$ cat config.mk
export PLATFORM = sky130hd
export DESIGN_NAME = mips_mem_arbiter
export DESIGN_NICKNAME = d
export VERILOG_FILES = /design/src/rtl/mips_mem_arbiter.sv
export SDC_FILE = /design/constraint.sdc
export NUM_CORES = 1
export LEC_CHECK = 0
export ABC_AREA = 1
export ABC_CLOCK_PERIOD_IN_PS = 1400
export BUFFER_PORTS_ARGS = -buffer_cell sky130_fd_sc_hd__buf_2
export CAP_MARGIN = 25
export CORE_MARGIN = 1
export CORE_UTILIZATION = 37
export DETAILED_ROUTE_END_ITERATION = 7
export GPL_TIMING_DRIVEN = 1
export PLACE_DENSITY_LB_ADDON = 0.12
export SYNTH_ARGS = -nofsm -noshare
export SYNTH_HDL_FRONTEND = slang
export SYNTH_SLANG_ARGS = --single-unit
$ cat constraint.sdc
create_clock -name clk1 -period 1.4 [get_ports clk1]
set_input_delay 0.07 -clock clk1 [delete_from_list [all_inputs] [get_ports clk1]]
set_output_delay 0.07 -clock clk1 [all_outputs]
set_load 0.03 [all_outputs]
$ cat src/rtl/mips_mem_arbiter.sv
// Three-port arbiter in front of the pipe_MIPS32 single-port RAM (loader, MEM stage, IF stage).
// Includes a halt handshake that drains core reads and hands the RAM to the loader.
module mips_mem_arbiter #(
    parameter int AW           = 10,
    parameter int STARVE_LIMIT = 4
) (
    input  logic            clk1,
    input  logic            rst_n,
    input  logic [2:0]      req,
    input  logic [2:0]      we,
    input  logic [3*AW-1:0] addr,
    input  logic [95:0]     wdata,
    output logic [2:0]      gnt,
    output logic [2:0]      rvalid,
    output logic [31:0]     rdata,
    input  logic            halt_req,
    output logic            halted,
    output logic            mem_en,
    output logic            mem_we,
    output logic [AW-1:0]   mem_addr,
    output logic [31:0]     mem_wdata,
    input  logic [31:0]     mem_rdata,
    output logic [1:0]      dbg_state
);

    localparam int CW = (STARVE_LIMIT < 1) ? 1 : $clog2(STARVE_LIMIT + 1);
    localparam logic [CW-1:0] LIMIT = CW'(STARVE_LIMIT);

    typedef enum logic [1:0] {
        RUN   = 2'd0,
        DRAIN = 2'd1,
        DEBUG = 2'd2
    } state_t;

    // Handshake: a requester holds req[i] (with we/addr/wdata stable) until it
    // sees gnt[i] in the same cycle; the access then belongs to the arbiter and
    // a read answers with a single rvalid[i] pulse two cycles later.
    state_t          state;
    logic [CW-1:0]   starve_cnt;
    logic [2:0]      rd_tag;
    logic            promote;
    logic [AW-1:0]   sel_addr;
    logic [31:0]     sel_wdata;
    logic            sel_we;

    assign promote   = (STARVE_LIMIT != 0) && (starve_cnt == LIMIT);
    assign rdata     = mem_rdata;
    assign dbg_state = state;

    always_comb begin
        gnt = 3'b000;
        if (rst_n) begin
            case (state)
                RUN: begin
                    if (promote && req[2])  gnt = 3'b100;
                    else if (req[1])        gnt = 3'b010;
                    else if (req[2])        gnt = 3'b100;
                    else if (req[0])        gnt = 3'b001;
                end
                DEBUG: begin
                    if (req[0])             gnt = 3'b001;
                end
                default: gnt = 3'b000;
            endcase
        end
    end

    always_comb begin
        sel_addr  = addr[0 +: AW];
        sel_wdata = wdata[0 +: 32];
        sel_we    = we[0];
        if (gnt[1]) begin
            sel_addr  = addr[AW +: AW];
            sel_wdata = wdata[32 +: 32];
            sel_we    = we[1];
        end else if (gnt[2]) begin
            sel_addr  = addr[2*AW +: AW];
            sel_wdata = wdata[64 +: 32];
            sel_we    = we[2];
        end
    end

    always_ff @(posedge clk1 or negedge rst_n) begin
        if (!rst_n) begin
            state      <= RUN;
            starve_cnt <= '0;
            rd_tag     <= 3'b000;
            rvalid     <= 3'b000;
            halted     <= 1'b0;
            mem_en     <= 1'b0;
            mem_we     <= 1'b0;
            mem_addr   <= '0;
            mem_wdata  <= '0;
        end else begin
            mem_en <= |gnt;
            mem_we <= (|gnt) && sel_we;
            if (|gnt) begin
                mem_addr  <= sel_addr;
                mem_wdata <= sel_wdata;
            end
            // Read tag rides alongside the RAM latency so rvalid lines up with mem_rdata.
            rd_tag <= sel_we ? 3'b000 : gnt;
            rvalid <= rd_tag;

            case (state)
                RUN: begin
                    if (!req[2] || gnt[2])
                        starve_cnt <= '0;
                    else if (starve_cnt != LIMIT)
                        starve_cnt <= starve_cnt + 1'b1;
                    if (halt_req)
                        state <= DRAIN;
                end
                DRAIN: begin
                    if (!halt_req) begin
                        state <= RUN;
                    end else if (rd_tag == 3'b000 && rvalid == 3'b000) begin
                        state  <= DEBUG;
                        halted <= 1'b1;
                    end
                end
                DEBUG: begin
                    if (!halt_req) begin
                        state  <= RUN;
                        halted <= 1'b0;
                    end
                end
                default: begin
                    state  <= RUN;
                    halted <= 1'b0;
                end
            endcase
        end
    end

endmodule
; ---- Yosys cells after proc, flatten, opt, wreduce, memory -nomap -nowiden
; Cells that the tools add are included.
; W data, S select, Z words.
[classes]
n_addsub = 1
n_reduce_logical = 13
bitwise_logic = 1
muxes = 24
n_eq_ne = 9
[ops]
columns = cell, n
row1 = $mux W32, 2
row2 = $mux W3, 7
row3 = $mux W10, 2
row4 = $mux W2, 4
row5 = $ne A2 B2 Y1 const B, 4
row6 = $logic_not A3 Y1, 2
row7 = $mux W1, 6
row8 = $ne A3 B3 Y1 const B, 2
row9 = $pmux W2 S3, 1
row10 = $pmux W3 S2, 1
row11 = $reduce_and A4 Y1, 1
row12 = $add A3 B1 Y3 const B, 1
row13 = $eq A3 B3 Y1 const B, 1
row14 = $logic_and A1 B1 Y1, 3
row15 = $pmux W1 S3, 1
row16 = $reduce_and A3 Y1, 1
row17 = $reduce_or A3 Y1, 1
row18 = $eq A2 B1 Y1 const B, 1
row19 = $eq A2 B2 Y1 const B, 1
row20 = $logic_not A2 Y1, 1
row21 = $reduce_and A2 Y1, 1
row22 = $reduce_bool A2 Y1, 1
row23 = $logic_not A1 Y1, 1
row24 = $logic_or A1 B1 Y1, 1
row25 = $not A1 Y1, 1
[word_totals]
elab_cells = 57
output_inout_bits = 85
ff_bits = 56
input_bits = 167

; ---- Depth between registers and ports, before layout
; Gate-level depths: netlist of run 1.
[logic_depth]
depth_word = 9
ltp_mapped = 11
depth_no_buf = 10

; ---- Worst setup path before layout of run 1
; Ideal clock, no wire load.
[synth_path]
path_type = reg-to-reg
from = register state[0] (netlist: dbg_state[0])
to = register mem_we
setup_ns = 0.116
setup_slack_ns = -0.265
period_less_slack_ns = 1.665
stages_incl_launch_ff = 9
path_buffers = 1
t_required_ns = 1.284
arrival_time_ns = 1.550
path_cell_list = dfrtp_1 -> nor2_2 -> nand2_2 -> nor2_4 -> inv_2 -> buf_6 -> or2_1 -> nand2_1 -> nor2_1
[synth_between]
word_cells_on_any_way = 8
cone_classes = eq/ne (1) / mux (4) / reduce/logical (3)
[synth_rtl]
columns = element, line_no
row1 = "start, declared", 38  ; state_t state;
row2 = "start signal, assigned", 85  ; state <= RUN;
row3 = "start signal, assigned", 112  ; state <= DRAIN;
row4 = "start signal, assigned", 116  ; state <= RUN;
row5 = $eq A2 B2 Y1 or $logic_not A2 Y1 (tied branches), 53  ; case (state)
row6 = $pmux W3 S2 (*), 53
row7 = $mux W3 (*), 52  ; if (rst_n) begin
row8 = net gnt[1], 13  ; output logic [2:0] gnt,
row9 = $reduce_or A3 Y1 or $mux W1 (tied branches), "96, 72"
row10 = $logic_and A1 B1 Y1 (*), 96  ; mem_we <= (|gnt) && sel_we;
row11 = "end signal, assigned", 96
row12 = "end, declared", 19  ; output logic mem_we,
; Mark *: on every way through the listed nets, which the timed path passes. The rest lies on a longest branch.
; A chain may end at the register's enable or synchronous reset.

; ---- Worst setup path in the final report of run 1
[layout_path]
from = register starve_cnt[1]
to = output gnt[2]
[layout_between]
elab_chain_len = 5
[layout_rtl]
columns = element, line_no
row1 = "start, declared", 39  ; logic [CW-1:0] starve_cnt;
row2 = "start signal, assigned", 110  ; starve_cnt <= starve_cnt + 1'b1;
row3 = $eq A3 B3 Y1, 46  ; assign promote = (STARVE_LIMIT != 0) && (starve_cnt == LIMIT);
row4 = $logic_and A1 B1 Y1, 55  ; if (promote && req[2]) gnt = 3'b100;
row5 = $mux W3, 55
row6 = $pmux W3 S2, 53
row7 = $mux W3, 52
row8 = "end, declared", 13
; No other way between the ends.

==> results.py, run 1 <==
metrics = {
    "floorplan": {
        "row_count": 34,
        "initial_core_util": 0.386,
        "fp.dieH_microns": 98.1,
        "die_width_microns": 98.1,
        "die_area_sq_mm": 0.00963,
        "ioPinCount": 252,
        "design.core.area_sq_mm": 0.00885,
    },
    "power_and_ir_drop": {
        "ir_worst_vdd_mv": 0.734,
        "seqPwrFrac": 0.333,
        "finalPower_mw": 8.06,
        "p_sw_mw": 3.80,
        "leakagePower_nw": 2.87,
        "combinationalPowerShare": 0.563,
        "p_int_mw": 4.26,
        "power_density_mw_per_mm2": 1670,
        "pwr-share-clk": 0.103,
        "switching_share": 0.471,
    },
    "grt": {
        "grt_pass1_wl_mm": 15.5,
        "grt_overflow": 0,
        "grt_max_degree": 40,
        "track_usage": 0.200,
        "antenna_found_initial": 0,
        "grt_pass1_vias": 3362,
    },
    "setup_path": {
        "crit_fanout": 24,
        "crit_arrival_ns": 1.64,
        "critical_path_class": "reg -> out",
        "end_kind": "output pin",
        "required_ns": 1.33,
        "critPathLaunchType": "flip-flop",
    },
    "worst_hold_path": {
        "hold_class": "in -> reg",
    },
    "drt": {
        "num_vias": 3633,
        "drc": 18,
        "drt_first_iter_violations": 70,
        "wl_per_cell_microns": 12.6,
        "first_pass_iters": 6,
        "ant_nets": 0,
        "wl_mm": 9.97,
        "viasPerCell": 4.59,
    },
    "layout": {
        "drive_above_1_share": 0.400,
        "diodes": 0,
        "fillers": 897,
        "layout.nets": 852,
        "syn_to_final_growth_pct": 41.4,
    },
    "flow_run": {
        "maxCapViolations": 0,
    },
    "sta": {
        "min_period_over_period": 1.22,
        "holdWs_ns": 0.0238,
        "tightest_slew_ns": 0.484,
        "slew_headroom": 0.678,
        "finalSetupViolations": 50,
        "rsz0062_at_grt": "true",
        "finalWorstSetupSlack_ns": -0.311,
        "hold_violations": 0,
        "fin_crit_ns": 1.71,
        "drv_slew": 0,
        "fmax_ghz": 0.584,
        "skew_ns": 0.0105,
    },
    "cts": {
        "h-tree-depth": 2,
        "clk_latency_ns": 0.31,
        "tritoncts": "done",
        "path_clk_slew_ns": 0.10,
        "clock_path_buffers": 2,
        "clockRootBuffer": "clkbuf_8",
        "cts_buffers": 5,
        "cts.sinks": 56,
    },
    "placed_design": {
        "dp_hpwl_mm": 7.02,
        "numPortBuffers": 187,
        "gp_congestion": 0.814,
    },
    "run_status": {
        "failed_checks": "design-rule violations, negative setup slack",
        "status": "finished with violations",
    },
    "synth": {
        "synthesis.area_sq_mm": 0.00342,
        "syn-instance-count": 510,
        "ys_warn_count": 0,
        "syn_avg_cell_area_sq_um": 6.70,
        "syn_nets": 679,
        "synth_cell_types": 22,
        "ys_ff_latch": 56,
        "yosysSeqAreaShare": 0.410,
    },
}
flip-flops by register name (all words and copies together) (netlist names):
register    count
dbg_state       2
halted          1
mem_addr       10
mem_en          1
mem_wdata      32
mem_we          1
rd_tag          3
rvalid          3
starve_cnt      3
cells by family after synthesis:
group / synth area share
xor+xnor: 0.00256
fa+ha+maj: 0.00732
flops: 0.410
compound gates: 0.0124
simple gates: 0.437
buf+inv: 0.131
metal layers:
metal | GRT usage | wire [microns] | vias to the layer above
met5 | 0 | 0 | -
met4 | 0.0548 | 102 | 0
met3 | 0.0372 | 675 | 12
met2 | 0.362 | 4950 | 144
met1 | 0.242 | 4240 | 1595
li1 | - | - | 1882
final timing paths:
check | startpoint | end | slack (ns) | cells after the start
max in group asynchronous | rst_n | mem_wdata[0]$_DFFE_PN0P_ | 0.49 | 3
max | starve_cnt[1]$_DFFE_PN0P_ | gnt[2] | -0.31 | 9
max reg2reg | starve_cnt[1]$_DFFE_PN0P_ | mem_addr[7]$_DFFE_PN0P_ | -0.29 | 13
min reg2reg | rd_tag[0]$_DFF_PN0_ | rvalid[0]$_DFF_PN0_ | 0.38 | 0
min in group asynchronous | rst_n | mem_addr[4]$_DFFE_PN0P_ | 0.39 | 3
min | we[1] | rd_tag[1]$_DFF_PN0_ | 0.02 | 3
cells in the mapped netlist (all sizes together):
library cell	number	area, sq um
inv	12	45.1
nor3	4	20.0
or2	1	6.26
nand4	1	6.26
buf	54	388
o31ai	1	7.51
clkbuf	4	15.0
nor2	96	380
a21oi	3	15.0
nand2	223	840
dfrtp	56	1400
o21ai	4	20.0
xor2	1	8.76
nand3	48	240
ha	2	25.0
power by group through the flow:
stage                     registers (mW)  logic (mW)  clock network, mW
after floorplan                     4.02        1.58                  0
after global placement              2.68        4.13                  0
after detailed placement            2.69        4.17                  0
after CTS                           2.68        4.32              0.866
after global routing                2.77        4.93              0.926
final                               2.69        4.54              0.830
cell type report:
type	count	area (sq um)	area share
clock inverters	1	5.00	0.00104
repair buffers	224	1480	0.306
multi-input cells	384	1700	0.351
flip-flops and latches	56	1400	0.290
inverters	12	45.0	0.00932
clock buffers	6	72.6	0.0150
well taps	108	135	0.0280
metrics by stage:
stage | std cells | utilization | setup TNS, ns | setup WS, ns | area (sq um)
detailed placement | 768 | 0.493 | -9.33 | -0.247 | 4360
global route | 791 | 0.546 | -15.37 | -0.398 | 4830
finish | 791 | 0.546 | -11.13 | -0.311 | 4830
global placement | 768 | 0.493 | -6.01 | -0.149 | 4360
floorplan | 510 | - | -4.90 | -0.168 | 3450
CTS | 783 | 0.519 | -11.77 | -0.278 | 4590
critical path: stages, from the launching register on:
cell	delay (ns)
dfrtp_1	0.41
inv_2	0.08
ha_4	0.14
nand2_2	0.05
nand2_2	0.06
inv_2	0.04
nor2_4	0.11
buf_4	0.13
buf_12	0.16
buf_8	0.14
cell usage in the layout, fill, tap and decap left out:
cell type / instances
clkinv_2: 1
nor2_4: 6
dfrtp_1: 54
nor3_2: 1
nor3_1: 3
buf_6: 7
o21ai_1: 3
nand3_1: 45
nand2_2: 5
a21oi_1: 3
dlygate4sd3_1: 2
nand2_1: 217
nand3_2: 3
dfrtp_2: 2
xor2_1: 1
clkbuf_16: 4
inv_2: 6
buf_12: 8
inv_1: 6
buf_16: 2
or2_4: 1
o31ai_1: 1
buf_2: 184
clkbuf_8: 5
nor2_1: 72
buf_4: 15
buf_8: 2
ha_4: 1
nand4_1: 1
nor2_2: 18
clkbuf_1: 1
o21ai_2: 1
ha_1: 1
nand2_4: 1
repair_timing:
action | in CTS | in global routing
endpoints found under the hold margin | 57 | 0
pin swaps | 3 | 5
endpoints found under the setup margin | 50 | 53
hold buffers | 2 | 0
gates resized for setup | 18 | 35
cloned | 1 | 5
buffers inserted | 6 | 3
Note: power is estimated with default switching activity, not from simulation.
==> inputs of run 2 (changes only) <==
--- a/config.mk
+++ b/config.mk
@@ -6,12 +6,12 @@
 export NUM_CORES = 1
 export LEC_CHECK = 0
 export ABC_AREA = 1
-export ABC_CLOCK_PERIOD_IN_PS = 1400
+export ABC_CLOCK_PERIOD_IN_PS = 2200
 export BUFFER_PORTS_ARGS = -buffer_cell sky130_fd_sc_hd__buf_2
 export CAP_MARGIN = 25
-export CORE_MARGIN = 1
-export CORE_UTILIZATION = 37
+export CORE_AREA = 2 2 97 99
 export DETAILED_ROUTE_END_ITERATION = 7
+export DIE_AREA = 0 0 99 101
 export GPL_TIMING_DRIVEN = 1
 export PLACE_DENSITY_LB_ADDON = 0.12
 export SYNTH_ARGS = -nofsm -noshare
==> constraint.sdc (replaced) <==
create_clock -name clk1 -period 2.2 [get_ports clk1]
set_input_delay 0.11 -clock clk1 [delete_from_list [all_inputs] [get_ports clk1]]
set_output_delay 0.11 -clock clk1 [all_outputs]
set_load 0.03 [all_outputs]
==> run 2 against run 1 <==
  * The run now ends clean
  * First-iteration DRC count decreased by 4.3%
  * Hold slack improved by 0.055 ns
  * Non-clock buffer count decreased by 27
  * Die area increased by 3.9%
  * Power decreased by 41%
  * Register-to-register slack improved by 0.63 ns
  * Count of clock-buffer cells in the layout increased by 2
  * Clock power decreased by 31%
  * Cell count decreased by 2.9%
  * Critical endpoint is now starve_cnt[2]$_DFFE_PN0P_
  * Largest cell class unchanged
==> results.py, run 2 (same netlist as run 1, synthesis figures left out) <==
metrics = {
    "floorplan": {
        "ioPinCount": 252,
        "design.core.area_sq_mm": 0.00898,
        "initial_core_util": 0.381,
        "row_count": 35,
        "fp.dieH_microns": 101,
        "die_area_sq_mm": 0.0100,
        "die_width_microns": 99,
    },
    "sta": {
        "slew_headroom": 0.579,
        "holdWs_ns": 0.0786,
        "hold_violations": 0,
        "rsz0062_at_grt": "false",
        "tightest_slew_ns": 0.631,
        "fin_crit_ns": 1.86,
        "min_period_over_period": 0.844,
        "skew_ns": 0.00513,
        "fmax_ghz": 0.539,
        "drv_slew": 0,
        "setup_tns_ns": 0,
        "finalSetupViolations": 0,
    },
    "layout": {
        "diodes": 0,
        "layout_commonest_cell": "nand2_1",
        "final_cell_mix": "nand2_1, buf_2, nor2_1",
        "fillers": 954,
        "layout.nets": 825,
        "multi_input_area_sq_mm": 0.00157,
        "largest_register_ff_count": 32,
        "final_cells": 768,
        "seq_area_sq_mm": 0.00140,
        "syn_to_final_growth_pct": 25.9,
        "reg.largest.list": "mem_wdata: 32 flops, mem_addr: 10 flops",
        "drive_above_1_share": 0.317,
        "regMostFlops": "mem_wdata",
    },
    "cts": {
        "h-tree-depth": 2,
        "cts_buffers": 5,
        "clock_path_buffers": 2,
        "tritoncts": "done",
        "clk_latency_ns": 0.30,
        "clockRootBuffer": "clkbuf_8",
        "cts.sinks": 56,
        "path_clk_slew_ns": 0.09,
        "cts-resized-gates": 0,
    },
    "drt": {
        "dr_wl_met2_mm": 4.67,
        "wl_per_cell_microns": 12.4,
        "drc": 0,
        "met3_length_microns": 723,
        "wl_met1_mm": 3.92,
        "num_vias": 3556,
        "viasPerCell": 4.63,
        "drt_first_iter_violations": 67,
        "first_pass_iters": 4,
        "ant_nets": 0,
        "wl_mm": 9.51,
        "top_layer": "met4",
    },
    "worst_hold_path": {
        "hold_start": "halt_req",
        "hold_class": "in -> reg",
    },
    "grt": {
        "grt_pass1_vias": 3414,
        "grt_pass1_wl_mm": 15.4,
        "antenna_found_initial": 0,
        "grt_overflow": 0,
        "grt_max_degree": 87,
        "track_usage": 0.187,
    },
    "placed_design": {
        "gp_congestion": 0.844,
        "place_inst": 758,
        "dp_hpwl_mm": 7.22,
        "numPortBuffers": 187,
    },
    "setup_path": {
        "endpoint": "starve_cnt[2]$_DFFE_PN0P_",
        "critPathSlowestCell": "dfrtp_1",
        "startpoint": "starve_cnt[0]$_DFFE_PN0P_",
        "end_kind": "flip-flop",
        "crit_chain": "inv_1, ha_1, nand2_1, nand2_1, inv_1, nor2_4, buf_4, nor2_1, nor3_1, nor2_1",
        "cp_slowest_stage_delay_ns": 0.39,
        "crit_arrival_ns": 2.05,
        "required_ns": 2.39,
        "r2r_start": "starve_cnt[0]$_DFFE_PN0P_",
        "worst-r2r-setup-slack_ns": 0.34,
        "rr_worst_depth": 10,
        "critical_path_class": "reg -> reg",
        "r2r-end": "starve_cnt[2]$_DFFE_PN0P_",
        "crit_fanout": 17,
        "critPathLaunchType": "flip-flop",
    },
    "power_and_ir_drop": {
        "leakagePower_nw": 2.65,
        "ir_worst_vdd_mv": 0.446,
        "power_density_mw_per_mm2": 1100,
    },
    "flow_run": {
        "maxCapViolations": 0,
    },
    "run_status": {
        "status": "completed",
    },
}
==> run 2: cell count changes in the layout (fill, tap and decap cells not counted), sizes merged <==
| cell | change |
|---|---|
| buf | -23 |
| clkbuf | -2 |
| clkinv | -1 |
==> run 2: worst min-delay path by stage <==
| stage | to | slack (ns) | depth (start not counted) |
|---|---|---|---|
| 4_1_cts | dbg_state[0]$_DFFE_PN0P_ | 0.06 | 3 |
| 3_5_place_dp | mem_en$_DFF_PN0_ | 0.002 | 1 |
| 6_report | dbg_state[0]$_DFFE_PN0P_ | 0.08 | 3 |
| 5_1_grt | dbg_state[0]$_DFFE_PN0P_ | 0.09 | 3 |
| 2_1_floorplan | dbg_state[0]$_DFFE_PN0P_ | -0.19 | 0 |
| 3_3_place_gp | dbg_state[1]$_DFFE_PN0P_ | 0.003 | 1 |
==> run 2: final cells by class <==
| type | instances | area share |
|---|---|---|
| repair buffers | 197 | 0.245 |
| inverters | 12 | 0.0105 |
| flip-flops and latches | 56 | 0.326 |
| clock buffers | 8 | 0.0209 |
| well taps | 111 | 0.0323 |
| multi-input cells | 384 | 0.366 |
==> run 2: what timing repair did <==
item,CTS,global route
endpoints found under the setup margin,0,0
endpoints found under the hold margin,7,0
setup buffers,0,0
hold buffers,2,0
==> run 2: critical path: cells and delay by family, from the launching register on <==
kind / cells / cell delay, ns
DFF: 1 / 0.39
buffers and inverters: 3 / 0.44
and+or+nand+nor: 6 / 0.73
adders and majority gates: 1 / 0.17
==> run 2: stage by stage <==
| stage | util | setup slack, ns | power [mW] | instance area [sq um] |
|---|---|---|---|---|
| 2_1_floorplan | - | 0.535 | 3.53 | 3420 |
| 6_report | 0.479 | 0.344 | 4.75 | 4300 |
| 4_1_cts | 0.479 | 0.324 | 4.82 | 4300 |
| 5_1_grt | 0.479 | 0.0965 | 5.14 | 4300 |
| 3_3_place_gp | 0.467 | 0.420 | 4.19 | 4190 |
| 3_5_place_dp | 0.467 | 0.330 | 4.23 | 4190 |
==> run 2: where the power goes <==
part           switching [mW]  leakage (nW)  internal (mW)
combinational            1.72          1.90          0.746
sequential              0.243         0.703           1.46
clock                   0.316        0.0455          0.258
==> run 2: per-layer routing <==
metal / up-vias / global-route usage
met1: 1569 / 0.222
met2: 140 / 0.340
met4: 0 / 0.0580
met5: - / 0
li1: 1824 / -
met3: 23 / 0.0388
==> inputs of run 3 (changes only) <==
--- a/config.mk
+++ b/config.mk
@@ -6,12 +6,12 @@
 export NUM_CORES = 1
 export LEC_CHECK = 0
 export ABC_AREA = 1
-export ABC_CLOCK_PERIOD_IN_PS = 2200
+export ABC_CLOCK_PERIOD_IN_PS = 1720
 export BUFFER_PORTS_ARGS = -buffer_cell sky130_fd_sc_hd__buf_2
 export CAP_MARGIN = 25
-export CORE_AREA = 2 2 97 99
+export CORE_AREA = 2 2 98 100
 export DETAILED_ROUTE_END_ITERATION = 7
-export DIE_AREA = 0 0 99 101
+export DIE_AREA = 0 0 100 102
 export GPL_TIMING_DRIVEN = 1
 export PLACE_DENSITY_LB_ADDON = 0.12
 export SYNTH_ARGS = -nofsm -noshare
==> constraint.sdc (replaced) <==
create_clock -name clk1 -period 1.72 [get_ports clk1]
set_input_delay 0.086 -clock clk1 [delete_from_list [all_inputs] [get_ports clk1]]
set_output_delay 0.086 -clock clk1 [all_outputs]
set_load 0.03 [all_outputs]
==> run 3 against run 2 <==
  * Maximum frequency rose by 11%
  * Hold slack got worse by 0.060 ns
  * Clock skew rose by 0.0018 ns
  * Critical path type unchanged
  * Highest routed layer unchanged
==> results.py, run 3 (same netlist as run 1, synthesis figures left out) <==
metrics = {
    "run_status": {
        "status": "completed",
    },
    "sta": {
        "fin_crit_ns": 1.67,
        "finalWorstSetupSlack_ns": 0.0508,
        "drv_slew": 0,
        "tightest_slew_ns": 0.660,
        "finalSetupViolations": 0,
        "holdWs_ns": 0.0190,
        "skew_ns": 0.00693,
        "hold_violations": 0,
        "rsz0062_at_grt": "true",
        "min_period_over_period": 0.970,
        "fmax_ghz": 0.599,
        "slew_headroom": 0.560,
    },
    "cts": {
        "path_clk_slew_ns": 0.09,
        "h-tree-depth": 2,
        "tritoncts": "done",
        "cts.sinks": 56,
        "clk_latency_ns": 0.31,
        "clockRootBuffer": "clkbuf_8",
        "cts_buffers": 5,
        "clock_path_buffers": 2,
    },
    "floorplan": {
        "design.core.area_sq_mm": 0.00911,
        "fp.dieH_microns": 102,
        "die_area_sq_mm": 0.0102,
        "row_count": 35,
        "ioPinCount": 252,
        "initial_core_util": 0.375,
        "die_width_microns": 100,
    },
    "layout": {
        "layout.nets": 845,
        "fillers": 929,
        "layout_commonest_cell": "nand2_1",
        "diodes": 0,
        "reg.largest.list": "mem_wdata: 32 flops, mem_addr: 10 flops",
        "regMostFlops": "mem_wdata",
        "post-route-util": 0.511,
        "largest_register_ff_count": 32,
        "final_cell_mix": "nand2_1, buf_2, nor2_1",
        "multi_input_area_sq_mm": 0.00164,
        "seq_area_sq_mm": 0.00140,
        "drive_above_1_share": 0.371,
        "final_cells": 787,
        "stdcell_area_sq_mm": 0.00466,
        "syn_to_final_growth_pct": 36.3,
    },
    "placed_design": {
        "place_inst": 763,
        "numPortBuffers": 187,
        "dpl_cell_area_sq_mm": 0.00427,
        "pre_cts_slack_ns": 0.0248,
        "dp_hpwl_mm": 7.56,
        "gp_congestion": 0.812,
    },
    "setup_path": {
        "crit_arrival_ns": 1.88,
        "required_ns": 1.93,
        "worst-r2r-setup-slack_ns": 0.05,
        "r2r-end": "mem_wdata[21]$_DFFE_PN0P_",
        "r2r_start": "starve_cnt[0]$_DFFE_PN0P_",
        "crit_fanout": 6,
        "critPathLaunchType": "flip-flop",
        "end_kind": "flip-flop",
        "critical_path_class": "reg -> reg",
        "rr_worst_depth": 12,
    },
    "drt": {
        "wl_mm": 10.8,
        "drc": 0,
        "ant_nets": 0,
        "wl_per_cell_microns": 13.7,
        "num_vias": 3682,
        "first_pass_iters": 4,
        "viasPerCell": 4.68,
        "drt_first_iter_violations": 72,
    },
    "grt": {
        "grt_max_degree": 52,
        "antenna_found_initial": 0,
        "grt_overflow": 0,
        "grt_pass1_wl_mm": 15.6,
        "grt_pass1_vias": 3280,
        "track_usage": 0.193,
    },
    "power_and_ir_drop": {
        "leakagePower_nw": 2.81,
        "ir_worst_vdd_mv": 0.698,
        "power_density_mw_per_mm2": 1390,
    },
    "worst_hold_path": {
        "hold_class": "in -> async",
    },
    "flow_run": {
        "maxCapViolations": 0,
    },
}
==> run 3: cell types whose count changed in the layout (fill, tap and decap cells not counted), moves of 2 or more <==
| cell | delta |
|---|---|
| clkbuf_16 | +3 |
| nand2_1 | -18 |
| buf_6 | +9 |
| nand2_2 | +18 |
| buf_12 | +3 |
| buf_4 | +5 |
| inv_1 | -3 |
| inv_2 | +2 |
==> run 3: repair_timing <==
action	CTS	global route
hold buffers	2	0
pin swaps	2	10
endpoints found under the setup margin	1	47
buffers inserted	3	5
hold endpoints to repair	6	0
cloned	2	6
resized for setup	3	33
==> run 3: area by class of cell <==
type | count | area share
Sequential cell | 56 | 0.301
Timing Repair Buffer | 217 | 0.290
Tap cell | 111 | 0.0298
Clock inverter | 1 | 0.00107
Inverter | 12 | 0.0107
Clock buffer | 6 | 0.0156
Multi-Input combinational cell | 384 | 0.352
==> run 3: per-layer routing <==
metal,wire length (microns),track usage
met2,5410,0.347
met1,4330,0.230
met3,799,0.0335
met5,0,0
met4,252,0.0759
==> run 3: metrics by stage <==
| step | power [mW] | setup TNS (ns) |
|---|---|---|
| finish | 6.48 | 0 |
| floorplan | 4.51 | 0 |
| global placement | 5.42 | 0 |
| detailed placement | 5.45 | 0 |
| CTS | 6.25 | 0 |
| global route | 6.94 | -0.148 |
==> run 3: critical path: stages, from the launching register on <==
cell       delay, ns
dfrtp_1         0.41
inv_2           0.09
ha_4            0.13
nand2_2         0.04
nand2_2         0.08
inv_2           0.04
nor2_4          0.18
buf_6           0.13
nor2_4          0.05
buf_6           0.15
clkbuf_16       0.16
nand2_1         0.05
nand2_1         0.05
==> run 3: worst max path at each step <==
stage                                         start                   endpoint  slack [ns]  depth (start not counted)
after floorplan            dbg_state[0]$_DFFE_PN0P_           mem_we$_DFF_PN0_        0.05                          8
after global placement    starve_cnt[0]$_DFFE_PN0P_    mem_addr[5]$_DFFE_PN0P_        0.09                         11
after detailed placement  starve_cnt[0]$_DFFE_PN0P_  mem_wdata[21]$_DFFE_PN0P_        0.02                         11
after CTS                 starve_cnt[0]$_DFFE_PN0P_  mem_wdata[21]$_DFFE_PN0P_       0.002                         11
after global routing      starve_cnt[0]$_DFFE_PN0P_    mem_addr[1]$_DFFE_PN0P_       -0.02                         12
final                     starve_cnt[0]$_DFFE_PN0P_  mem_wdata[21]$_DFFE_PN0P_        0.05                         12
==> run 3: where the power goes <==
part | internal (mW) | switching, mW | leakage [nW] | total, mW
clock network | 0.278 | 0.409 | 0.0410 | 0.687
logic | 1.23 | 2.33 | 2.06 | 3.56
registers | 1.88 | 0.352 | 0.703 | 2.23
